===== config.mk =====
export PLATFORM = sky130hd
export DESIGN_NAME = register_sequencer_flat
export DESIGN_NICKNAME = d
export VERILOG_FILES = /design/src/rtl/register_sequencer_if.sv /design/src/rtl/register_sequencer.sv /design/src/flat_wrapper.sv
export SDC_FILE = /design/constraint.sdc
export NUM_CORES = 1
export LEC_CHECK = 0
export CAP_MARGIN = 10
export CORE_ASPECT_RATIO = 1.5
export CORE_UTILIZATION = 30
export DETAILED_ROUTE_END_ITERATION = 10
export SLEW_MARGIN = 25
export SYNTH_ARGS = -nofsm -noshare
export SYNTH_HDL_FRONTEND = slang
export SYNTH_SLANG_ARGS = --single-unit

===== constraint.sdc =====
create_clock -name input_Clock -period 3.2 [get_ports input_Clock]
set_clock_uncertainty 0.2 [all_clocks]
set_input_delay 0.64 -clock input_Clock [delete_from_list [all_inputs] [get_ports input_Clock]]
set_output_delay 0.64 -clock input_Clock [all_outputs]
set_load 0.1 [all_outputs]

===== src/rtl/register_sequencer_if.sv =====
// register_sequencer_if
// Bundles the instruction handshake and register-file bus of the register
// sequencer.
//   master : instruction producer plus register file. It drives the
//            instruction, valid and read data, and receives everything else.
//   slave  : the sequencer itself.
// The clock and reset are not part of this bundle; they stay plain ports on
// the sequencer.
interface register_sequencer_if;
    logic [7:0] input_Instruction;
    logic       input_Instruction_Valid;
    logic       output_Instruction_Ready;
    logic       output_Read_Write;
    logic [1:0] output_Read_Register1;
    logic [1:0] output_Read_Register2;
    logic [1:0] output_Write_Register;
    logic [7:0] output_Write_Data;
    logic [7:0] input_Read_Data1;
    logic [7:0] input_Read_Data2;
    logic [7:0] output_Print_Data;
    logic       output_Print_Valid;
    logic       output_Overflow;
    logic       output_Busy;

    modport master (
        output input_Instruction, input_Instruction_Valid,
               input_Read_Data1, input_Read_Data2,
        input  output_Instruction_Ready, output_Read_Write,
               output_Read_Register1, output_Read_Register2,
               output_Write_Register, output_Write_Data,
               output_Print_Data, output_Print_Valid,
               output_Overflow, output_Busy
    );

    modport slave (
        input  input_Instruction, input_Instruction_Valid,
               input_Read_Data1, input_Read_Data2,
        output output_Instruction_Ready, output_Read_Write,
               output_Read_Register1, output_Read_Register2,
               output_Write_Register, output_Write_Data,
               output_Print_Data, output_Print_Valid,
               output_Overflow, output_Busy
    );
endinterface


===== src/rtl/register_sequencer.sv =====
// register_sequencer
// Takes 8-bit instructions and sequences them against an external 4x8
// register file. The supported operations are ADD, LI, SUB and PRINT.
// Ports:
//   input_Clock : the only clock. All state changes on its rising edge.
//   input_Reset : synchronous, active-high reset.
//   bus         : register_sequencer_if.slave. It carries the instruction
//                 handshake, the register-file read and write ports, the
//                 print output, the overflow flag and busy.
//
// state | meaning
// IDLE  | ready for an instruction; LI goes straight to WRITE
// READ  | drive rs/rt read addresses, capture operands at end of cycle
// EXEC  | compute the result and overflow, or launch the print
// WRITE | single-cycle register-file write of the result
module register_sequencer (
    input  logic                 input_Clock,
    input  logic                 input_Reset,
    register_sequencer_if.slave  bus
);
    localparam logic [1:0] OP_ADD   = 2'b00;
    localparam logic [1:0] OP_LI    = 2'b01;
    localparam logic [1:0] OP_SUB   = 2'b10;
    localparam logic [1:0] OP_PRINT = 2'b11;

    typedef enum logic [1:0] {IDLE, READ, EXEC, WRITE} state_t;

    state_t     state, state_next;
    logic [7:0] instr;
    logic [7:0] op_a, op_b;
    logic [7:0] result;
    logic [7:0] print_data;
    logic       print_valid;
    logic       overflow;

    logic       ready;
    logic       accept;
    logic [1:0] opcode;
    logic [7:0] sum, diff;
    logic       ovf_add, ovf_sub;

    assign opcode = instr[7:6];
    assign ready  = (state == IDLE) && !input_Reset;
    assign accept = ready && bus.input_Instruction_Valid;

    assign sum  = op_a + op_b;
    assign diff = op_a - op_b;
    // Overflow occurs when both effective operand signs agree but the
    // result sign differs. For SUB the rt sign is inverted, so the
    // equality test becomes an inequality test.
    assign ovf_add = (op_a[7] == op_b[7]) && (sum[7]  != op_a[7]);
    assign ovf_sub = (op_a[7] != op_b[7]) && (diff[7] != op_a[7]);

    always_ff @(posedge input_Clock) begin
        if (input_Reset) state <= IDLE;
        else             state <= state_next;
    end

    always_comb begin
        state_next = state;
        case (state)
            IDLE: begin
                if (accept) begin
                    if (bus.input_Instruction[7:6] == OP_LI) state_next = WRITE;
                    else                                     state_next = READ;
                end
            end
            READ:  state_next = EXEC;
            EXEC:  state_next = (opcode == OP_PRINT) ? IDLE : WRITE;
            WRITE: state_next = IDLE;
            default: state_next = IDLE;
        endcase
    end

    always_ff @(posedge input_Clock) begin
        if (input_Reset) begin
            instr       <= '0;
            op_a        <= '0;
            op_b        <= '0;
            result      <= '0;
            print_data  <= '0;
            print_valid <= 1'b0;
            overflow    <= 1'b0;
        end else begin
            print_valid <= 1'b0;
            if (accept) begin
                instr <= bus.input_Instruction;
                // LI skips READ/EXEC, so its sign-extended immediate is
                // loaded into the result register as it is accepted.
                if (bus.input_Instruction[7:6] == OP_LI)
                    result <= {{4{bus.input_Instruction[3]}}, bus.input_Instruction[3:0]};
            end
            if (state == READ) begin
                op_a <= bus.input_Read_Data1;
                op_b <= bus.input_Read_Data2;
            end
            if (state == EXEC) begin
                case (opcode)
                    OP_ADD: begin
                        result   <= sum;
                        overflow <= ovf_add;
                    end
                    OP_SUB: begin
                        result   <= diff;
                        overflow <= ovf_sub;
                    end
                    OP_PRINT: begin
                        print_data  <= op_a;
                        print_valid <= 1'b1;
                    end
                    default: ;
                endcase
            end
        end
    end

    always_comb begin
        bus.output_Read_Register1 = 2'b00;
        bus.output_Read_Register2 = 2'b00;
        bus.output_Read_Write     = 1'b0;
        bus.output_Write_Register = 2'b00;
        bus.output_Write_Data     = 8'h00;
        if (state == READ) begin
            bus.output_Read_Register1 = instr[5:4];
            bus.output_Read_Register2 = instr[3:2];
        end
        if (state == WRITE) begin
            bus.output_Read_Write     = 1'b1;
            bus.output_Write_Register = (opcode == OP_LI) ? instr[5:4] : instr[1:0];
            bus.output_Write_Data     = result;
        end
    end

    assign bus.output_Instruction_Ready = ready;
    assign bus.output_Print_Data        = print_data;
    assign bus.output_Print_Valid       = print_valid;
    assign bus.output_Overflow          = overflow;
    assign bus.output_Busy              = (state != IDLE);
endmodule

===== src/flat_wrapper.sv =====
// flat-port wrapper written by rule: the top's interface ports become plain ports
module register_sequencer_flat 
  (input_Clock, input_Reset, bus_input_Instruction, bus_input_Instruction_Valid, bus_input_Read_Data1, bus_input_Read_Data2, bus_output_Instruction_Ready, bus_output_Read_Write, bus_output_Read_Register1, bus_output_Read_Register2, bus_output_Write_Register, bus_output_Write_Data, bus_output_Print_Data, bus_output_Print_Valid, bus_output_Overflow, bus_output_Busy);
  register_sequencer_if bus_i ();
  input  logic input_Clock;
  input  logic input_Reset;
  input wire logic [$bits(bus_i.input_Instruction)-1:0] bus_input_Instruction;
  input wire logic [$bits(bus_i.input_Instruction_Valid)-1:0] bus_input_Instruction_Valid;
  input wire logic [$bits(bus_i.input_Read_Data1)-1:0] bus_input_Read_Data1;
  input wire logic [$bits(bus_i.input_Read_Data2)-1:0] bus_input_Read_Data2;
  output wire logic [$bits(bus_i.output_Instruction_Ready)-1:0] bus_output_Instruction_Ready;
  output wire logic [$bits(bus_i.output_Read_Write)-1:0] bus_output_Read_Write;
  output wire logic [$bits(bus_i.output_Read_Register1)-1:0] bus_output_Read_Register1;
  output wire logic [$bits(bus_i.output_Read_Register2)-1:0] bus_output_Read_Register2;
  output wire logic [$bits(bus_i.output_Write_Register)-1:0] bus_output_Write_Register;
  output wire logic [$bits(bus_i.output_Write_Data)-1:0] bus_output_Write_Data;
  output wire logic [$bits(bus_i.output_Print_Data)-1:0] bus_output_Print_Data;
  output wire logic [$bits(bus_i.output_Print_Valid)-1:0] bus_output_Print_Valid;
  output wire logic [$bits(bus_i.output_Overflow)-1:0] bus_output_Overflow;
  output wire logic [$bits(bus_i.output_Busy)-1:0] bus_output_Busy;
  assign bus_i.input_Instruction = bus_input_Instruction;
  assign bus_i.input_Instruction_Valid = bus_input_Instruction_Valid;
  assign bus_i.input_Read_Data1 = bus_input_Read_Data1;
  assign bus_i.input_Read_Data2 = bus_input_Read_Data2;
  assign bus_output_Instruction_Ready = bus_i.output_Instruction_Ready;
  assign bus_output_Read_Write = bus_i.output_Read_Write;
  assign bus_output_Read_Register1 = bus_i.output_Read_Register1;
  assign bus_output_Read_Register2 = bus_i.output_Read_Register2;
  assign bus_output_Write_Register = bus_i.output_Write_Register;
  assign bus_output_Write_Data = bus_i.output_Write_Data;
  assign bus_output_Print_Data = bus_i.output_Print_Data;
  assign bus_output_Print_Valid = bus_i.output_Print_Valid;
  assign bus_output_Overflow = bus_i.output_Overflow;
  assign bus_output_Busy = bus_i.output_Busy;
  register_sequencer u_core (.input_Clock(input_Clock), .input_Reset(input_Reset), .bus(bus_i));
endmodule

After elaboration in Yosys (flattened, before gate mapping). Index checks and enable logic that the tools add are counted.

Flip-flop bits (word level): 44. Input port bits: 27. Output and inout port bits: 27. Logic and storage cells: 51.

$add $sub $neg: 2. Equal/unequal tests: 12. Multiplexer cells: 16. Bitwise gates (word level): 1. Reductions and logical operators: 12.

Operators with widths (count): $mux W8 (4); $pmux W8 S2 (1); $mux W2 (7); $add A8 B8 Y8 (1); $eq A2 B2 Y1 const B (4); $pmux W2 S4 (1); $sub A8 B8 Y8 (1); $eq A2 B1 Y1 const B (3); $logic_and A1 B1 Y1 (4); $logic_not A2 Y1 (2); $reduce_and A2 Y1 (2); $reduce_bool A2 Y1 (2); $ne A1 B1 Y1 (3); $mux W1 (2); $ne A2 B1 Y1 const B (1); $pmux W1 S2 (1); $reduce_or A2 Y1 (1); $eq A1 B1 Y1 (1); $logic_not A1 Y1 (1); $not A1 Y1 (1).

Logic depth before layout (Yosys ltp). Gate-level depths: netlist of the first run.

Depth in word-level cells: 6. Mapped depth: 9. Gate-level depth less buffers: 9.

Least setup slack after synthesis of the first run. No wires, ideal clock.

Path type: input port to output port. Start point: in input_Reset. End point: out bus_output_Instruction_Ready. Arrival: 2.345 ns. Data required time: 2.360 ns. Slack: 0.015 ns. Cell stages on the path: 4. Path buffers: 3. Cell sequence: buf_6 -> buf_6 -> clkbuf_1 -> nor2_1.

Longest elaborated chain between the ends: 2.

Ends and longest elaborated chain: start: declaration (RTL line flat_wrapper.sv:6) `input logic input_Reset;`; $logic_not A1 Y1 (RTL line register_sequencer.sv:43) `assign ready = (state == IDLE) && !input_Reset;`; $logic_and A1 B1 Y1 (RTL line register_sequencer.sv:43); end: declaration (RTL line flat_wrapper.sv:11) `output wire logic [$bits(bus_i.output_Instruction_Ready)-1:0] bus_output_Instruction_Ready;`.

Every way passes these cells.

Final worst setup path of the first run.
Start point: in u_core.instr[7]. End point: out bus_output_Write_Register[1].

Longest elaborated chain between the ends: 3.

Ends and longest elaborated chain: start: declaration (RTL line register_sequencer.sv:29) `logic [7:0] instr;`; $eq A2 B1 Y1 (RTL line register_sequencer.sv:129) `bus.output_Write_Register = (opcode == OP_LI) ? instr[5:4] : instr[1:0];`; $mux W2 (RTL line register_sequencer.sv:129); $mux W2 (RTL line register_sequencer.sv:127) `if (state == WRITE) begin`; end: declaration (RTL line flat_wrapper.sv:15) `output wire logic [$bits(bus_i.output_Write_Register)-1:0] bus_output_Write_Register;`.

Every way passes these cells.

==> results of run 1 <==
-- metal layers --
layer	global-route usage	vias up	wire length [um]
li1	-	1169	-
met1	0.153	998	2550
met2	0.264	52	3210
met3	0.0252	10	277
met4	0.0753	0	161
met5	0	-	0
-- sequential cells by signal (all words and copies together), names as in the netlist --
| register | cells |
|---|---|
| u_core.bus.output_Print_Data | 8 |
| u_core.bus.output_Print_Valid | 1 |
| u_core.bus.output_Overflow | 1 |
| u_core.state | 2 |
| u_core.result | 8 |
| u_core.instr | 8 |
| u_core.op_b | 8 |
| u_core.op_a | 8 |
-- worst min-delay path: stages (launching register included) --
cell	delay, ns
dfxtp_1	0.31
nand2_1	0.05
a21oi_1	0.05
-- worst max path at each step --
stage,from,end,slack (ns),depth (start not counted)
after global routing,u_core.instr[7],bus_output_Write_Register[0],0.42,4
after floorplan,input_Reset,bus_output_Instruction_Ready,0.01,4
after global placement,input_Reset,u_core.result[0],0.70,6
final,u_core.instr[7],bus_output_Write_Register[1],0.55,4
after CTS,u_core.instr[7],bus_output_Write_Register[1],0.52,4
after detailed placement,input_Reset,u_core.result[0],0.68,6
-- per-stage QoR --
stage,utilization,setup WS (ns)
global placement,0.375,0.700
detailed placement,0.375,0.677
CTS,0.395,0.517
finish,0.395,0.550
global route,0.395,0.418
floorplan,-,0.0149
-- cells in the mapped netlist, types with 2 or more instances --
master,number
a2111oi_0,2
a211oi_1,12
a21o_1,5
a21oi_1,31
a31o_2,2
and2_1,6
and3_1,8
buf_6,8
clkbuf_1,12
dfxtp_1,44
fa_1,2
ha_1,15
inv_1,18
mux2i_1,4
nand2_1,62
nand2b_1,11
nand3_1,4
nand4_1,2
nor2_1,17
nor2b_1,7
nor3_1,2
o21ai_0,9
o21bai_1,2
o31ai_1,2
xnor2_1,3
-- cell type report --
| cell class | count | area, um^2 |
|---|---|---|
| timing repair buffer | 59 | 571 |
| clock inverter | 3 | 46.3 |
| clock buffer | 5 | 125 |
| multi-input combinational | 233 | 1500 |
| inverter | 18 | 67.6 |
| sequential | 44 | 881 |
| fill | 884 | 5090 |
| tap | 107 | 134 |
-- power by group through the flow --
stage | Combinational, uW | Sequential (uW) | Clock (uW)
CTS | 327 | 624 | 625
finish | 323 | 623 | 604
detailed placement | 325 | 636 | 0
global route | 356 | 628 | 641
floorplan | 252 | 618 | 0
global placement | 324 | 635 | 0
-- kinds of logic after synthesis --
group,after synthesis,share of synthesized area
compound gates,80,0.215
xor+xnor,4,0.0135
fa+ha+maj,17,0.0878
buf+inv,39,0.0810
flops,44,0.340
mux,5,0.0198
simple gates,127,0.244
==> results.sh, run 1 <==
export IMPL_worst_hold_path_num_cells=2
export IMPL_seq_power_share=0.402
export IMPL_p_comb_frac=0.209
export IMPL_hpwl_mm=4.75
export IMPL_maxCapViolations=0
export IMPL_firstDrtPassIters=4
export IMPL_clkLatencyLatePin_ns=0.29
export IMPL_cellPowerDensity_nw_per_um2=466
export IMPL_place_congestion=0.833
export IMPL_portBuffers=53
export IMPL_layout_cells_non_filler=469
export IMPL_rows=41
export IMPL_syn_inst=316
export IMPL_rr_startpoint="u_core.op_a[0]"
export IMPL_status="completed"
export IMPL_synth_enable_flop_cells=0
export IMPL_power_share_clock=0.390
export IMPL_cp_cell_sequence="nor2b_1 -> mux2i_1 -> nor2_1 -> buf_4"
export IMPL_cts_path_max_buffers=2
export IMPL_timing_critical_path_from_type="flip-flop"
export IMPL_yosysTopAreaCellShare=0.340
export IMPL_slew_violations=0
export IMPL_rsz0062_at_grt="false"
export IMPL_tightest_slew_ns=0.698
export IMPL_cp_data_arrival_time_ns=1.81
export IMPL_worstSetupPathType="reg -> out"
export IMPL_worstSetupEndpointType="primary output"
export IMPL_drc=0
export IMPL_synth_seq_cells=44
export IMPL_synth_avg_cell_area_um2=8.21
export IMPL_hold_viol=0
export IMPL_die_w_um=77.9
export IMPL_synth_fp_nets=360
export IMPL_min_period_over_period=0.828
export IMPL_final_common_cell="nand2_1"
export IMPL_wl_per_cell_um=13.2
export IMPL_fin_area_um2=3330
export IMPL_die_h_um=116
export IMPL_h_tree_depth=2
export IMPL_synth_warnings=0
export IMPL_hold_end="u_core.bus.output_Print_Data[2]"
export IMPL_diodes=0
export IMPL_place_area_um2=3160
export IMPL_tritoncts="built"
export IMPL_cts_buffers=5
export IMPL_ys_flop_type="dfxtp_1"
export IMPL_io_pins=54
export IMPL_finalHoldWorstSlack_ns=0.256
export IMPL_path_max_fanout=21
export IMPL_hold_path_class="reg -> reg"
export IMPL_critPathSlowestCell="dfxtp_1"
export IMPL_max_freq_mhz=377
export IMPL_maxSlewHeadroom=0.534
export IMPL_antenna_found_initial=0
export IMPL_cp_buffers_inverters=1
export IMPL_drt_iter0_markers=114
export IMPL_core_um2=8410
export IMPL_gr_total_overflow=0
export IMPL_final_cell_mix="62 x nand2_1, 44 x dfxtp_1, 31 x a21oi_1, 28 x buf_4, 26 x clkdlybuf4s50_1"
export IMPL_rr_worst_depth=9
export IMPL_min_period_ns=2.65
export IMPL_ant_nets=0
export IMPL_dpl_cell_count=461
export IMPL_cts_resized_gates=0
export IMPL_final_nets=405
export IMPL_ir_worst_vdd_uv=218
export IMPL_die_area_um2=9030
export IMPL_power_uw=1550
export IMPL_cts_hold_buffers=0
export IMPL_synth_top_cells_by_area="dfxtp_1 34%, nand2_1 9.0%, ha_1 7.2%"
export IMPL_ff2ff_setup_slack_ns=0.76
export IMPL_netSwitchingFraction=0.297
export IMPL_wirelength_mm=6.20
export IMPL_grt_pass1_vias=2095
export IMPL_cts_sinks=44
export IMPL_track_usage=0.142
export IMPL_synth_seq_area_share=0.340
export IMPL_start_util=0.308
export IMPL_synth_area_um2=2590
export IMPL_areaGrowthSynthToFinish_pct=28.3
export IMPL_reg2reg_to="u_core.result[6]"
export IMPL_vias_per_cell=4.75
export IMPL_clk_pin_slew_worst_paths_ns=0.07
export IMPL_num_vias=2229
export IMPL_synthArstFlopShare=0
export IMPL_p_int_uw=1090
export IMPL_grt_max_degree=26
export IMPL_drive_above_1_share=0.152
export IMPL_p_leak_uw=0.00133
export IMPL_hold_start="u_core.bus.output_Print_Data[2]"
export IMPL_tns_ns=0
export IMPL_cts_setup_buffers=0
export IMPL_path_delay_family="flip-flops"
export IMPL_grt_pass1_wl_mm=10.0
export IMPL_cpPeakStageDelay_ns=0.77
export IMPL_synth_area_leader_cell="dfxtp_1"
export IMPL_setup_viol=0
export IMPL_cts_root_buf="clkbuf_16"
export IMPL_yosysUniqueCellTypes=51
export IMPL_switchingPower_uw=460
export IMPL_cp_data_required_time_ns=2.36
No activity file was read; power rests on OpenSTA's default activity.
==> run 2, diff against run 1 <==
clock period = 2.2 ns   (was 3.2 ns; I/O delays follow)
==> run 2 against run 1 <==
- via count is 11% higher
- worst hold slack better by 0.0018 ns
- core utilization is 7.5 points higher
- critical path depth is 4 higher
- combinational power is 100% higher
- clock power is 44% higher
- highest routed layer unchanged
- global-route usage is 1.5 points higher
- total power is 56% higher
- sequential share of layout area is 3.8 points lower
- count of clock-buffer cells in the layout stayed put
- register-to-register slack worse by 0.73 ns
==> results.sh, run 2 (synthesis results as in run 1) <==
export IMPL_grt_max_degree=37
export IMPL_fillerInstances=834
export IMPL_maxCapViolations=0
export IMPL_power_uw=2420
export IMPL_ir_worst_vdd_uv=361
export IMPL_min_period_over_period=0.986
export IMPL_slew_violations=0
export IMPL_min_period_ns=2.17
export IMPL_core_um2=8410
export IMPL_die_h_um=116
export IMPL_drive_above_1_share=0.334
export IMPL_io_pins=54
export IMPL_critPathSlowestCell="fa_2"
export IMPL_final_cell_mix="62 x nand2_1, 52 x buf_4, 34 x dfxtp_1, 30 x a21oi_1, 26 x clkdlybuf4s50_1"
export IMPL_start_util=0.308
export IMPL_portBuffers=53
export IMPL_maxSlewHeadroom=0.588
export IMPL_hold_path_class="reg -> reg"
export IMPL_cpPeakStageDelay_ns=0.36
export IMPL_ant_nets=0
export IMPL_hold_viol=0
export IMPL_cp_data_required_time_ns=2.20
export IMPL_gr_total_overflow=0
export IMPL_wl_per_cell_um=13.7
export IMPL_p_comb_frac=0.273
export IMPL_max_freq_mhz=461
export IMPL_clkLatencyLatePin_ns=0.29
export IMPL_switchingPower_uw=723
export IMPL_place_area_um2=3590
export IMPL_worstSetupPathType="reg -> reg"
export IMPL_clk_pin_slew_worst_paths_ns=0.07
export IMPL_cts_hold_buffers=0
export IMPL_hpwl_mm=5.27
export IMPL_multi_input_area_um2=1700
export IMPL_timing_critical_path_from_type="flip-flop"
export IMPL_rows=41
export IMPL_firstDrtPassIters=4
export IMPL_p_leak_uw=0.00158
export IMPL_diodes=0
export IMPL_vias_per_cell=4.88
export IMPL_antenna_found_initial=0
export IMPL_seq_area_um2=896
export IMPL_cts_buffers=5
export IMPL_areaGrowthSynthToFinish_pct=52.5
export IMPL_grt_pass1_vias=2386
export IMPL_status="completed"
export IMPL_cts_root_buf="clkbuf_16"
export IMPL_grt_pass1_wl_mm=11.2
export IMPL_tightest_slew_ns=0.618
export IMPL_cts_path_max_buffers=2
export IMPL_fin_area_um2=3960
export IMPL_path_max_fanout=3
export IMPL_setup_ws_ns=0.0315
export IMPL_p_int_uw=1700
export IMPL_netSwitchingFraction=0.299
export IMPL_power_share_clock=0.360
export IMPL_cts_sinks=44
export IMPL_final_common_cell="nand2_1"
export IMPL_worstSetupEndpointType="flip-flop"
export IMPL_cp_data_arrival_time_ns=2.17
export IMPL_wirelength_mm=6.93
export IMPL_place_congestion=0.893
export IMPL_seq_power_share=0.368
export IMPL_num_vias=2465
export IMPL_place_worst_setup_slack_ns=-0.0865
export IMPL_rsz0062_at_grt="true"
export IMPL_track_usage=0.157
export IMPL_final_nets=441
export IMPL_tns_ns=0
export IMPL_tritoncts="built"
export IMPL_die_w_um=77.9
export IMPL_cp_cell_sequence="buf_4 -> ha_4 -> fa_2 -> nor2b_1 -> o21bai_1 -> a22oi_1 -> xor2_1 -> a211oi_1"
export IMPL_drc=0
export IMPL_cellPowerDensity_nw_per_um2=612
export IMPL_die_area_um2=9030
export IMPL_h_tree_depth=2
export IMPL_drt_iter0_markers=88
export IMPL_setup_viol=0
## run 2: metal layers
layer,up-vias,GRT usage,part of all wire
met4,0,0.0790,0.028
met2,54,0.304,0.55
met5,-,0,0
met3,11,0.0189,0.033
li1,1243,-,-
met1,1157,0.166,0.39
## run 2: stage by stage
stage          utilization  instances  hold WS [ns]
4_1_cts              0.455        502         0.259
3_3_place_gp         0.427        494         0.249
6_report             0.470        505         0.258
5_1_grt              0.470        505         0.289
2_1_floorplan            -        316         0.244
3_5_place_dp         0.427        494         0.250
## run 2: critical path: cells and delay by family, from the launching register on
kind            cells  cell delay (ns)
buf+inv             1             0.15
compound gates      3             0.56
xor+xnor            1             0.17
simple gates        1             0.14
flops               1             0.34
fa+ha+maj           2             0.53
## run 2: path summary, 6_finish.rpt
kind	startpoint	end	slack (ns)	cells past startpoint
hold / removal	u_core.bus.output_Print_Data[7]	u_core.bus.output_Print_Data[7]	0.26	2
setup / recovery	u_core.op_b[0]	u_core.result[4]	0.03	8
setup reg to reg	u_core.op_b[0]	u_core.result[4]	0.03	8
hold reg to reg	u_core.bus.output_Print_Data[7]	u_core.bus.output_Print_Data[7]	0.26	2
## run 2: area by class of cell
type	count	share of cell area
clock buffer	5	0.0316
tap	107	0.0338
inverter	18	0.0171
sequential	44	0.226
clock inverter	3	0.0117
timing repair buffer	95	0.250
multi-input combinational	233	0.429
## run 2: power groups by stage
stage,Clock [uW],Sequential (uW),Combinational [uW]
floorplan,0,899,376
global placement,0,901,602
detailed placement,0,903,608
CTS,891,886,626
global route,921,898,714
finish,871,891,660
## run 2: repair_timing
action / in CTS / in global routing
cloned: 0 / 0
pin swaps: 5 / 14
setup buffers: 0 / 3
endpoints found under the setup margin: 9 / 12
resized for setup: 9 / 32
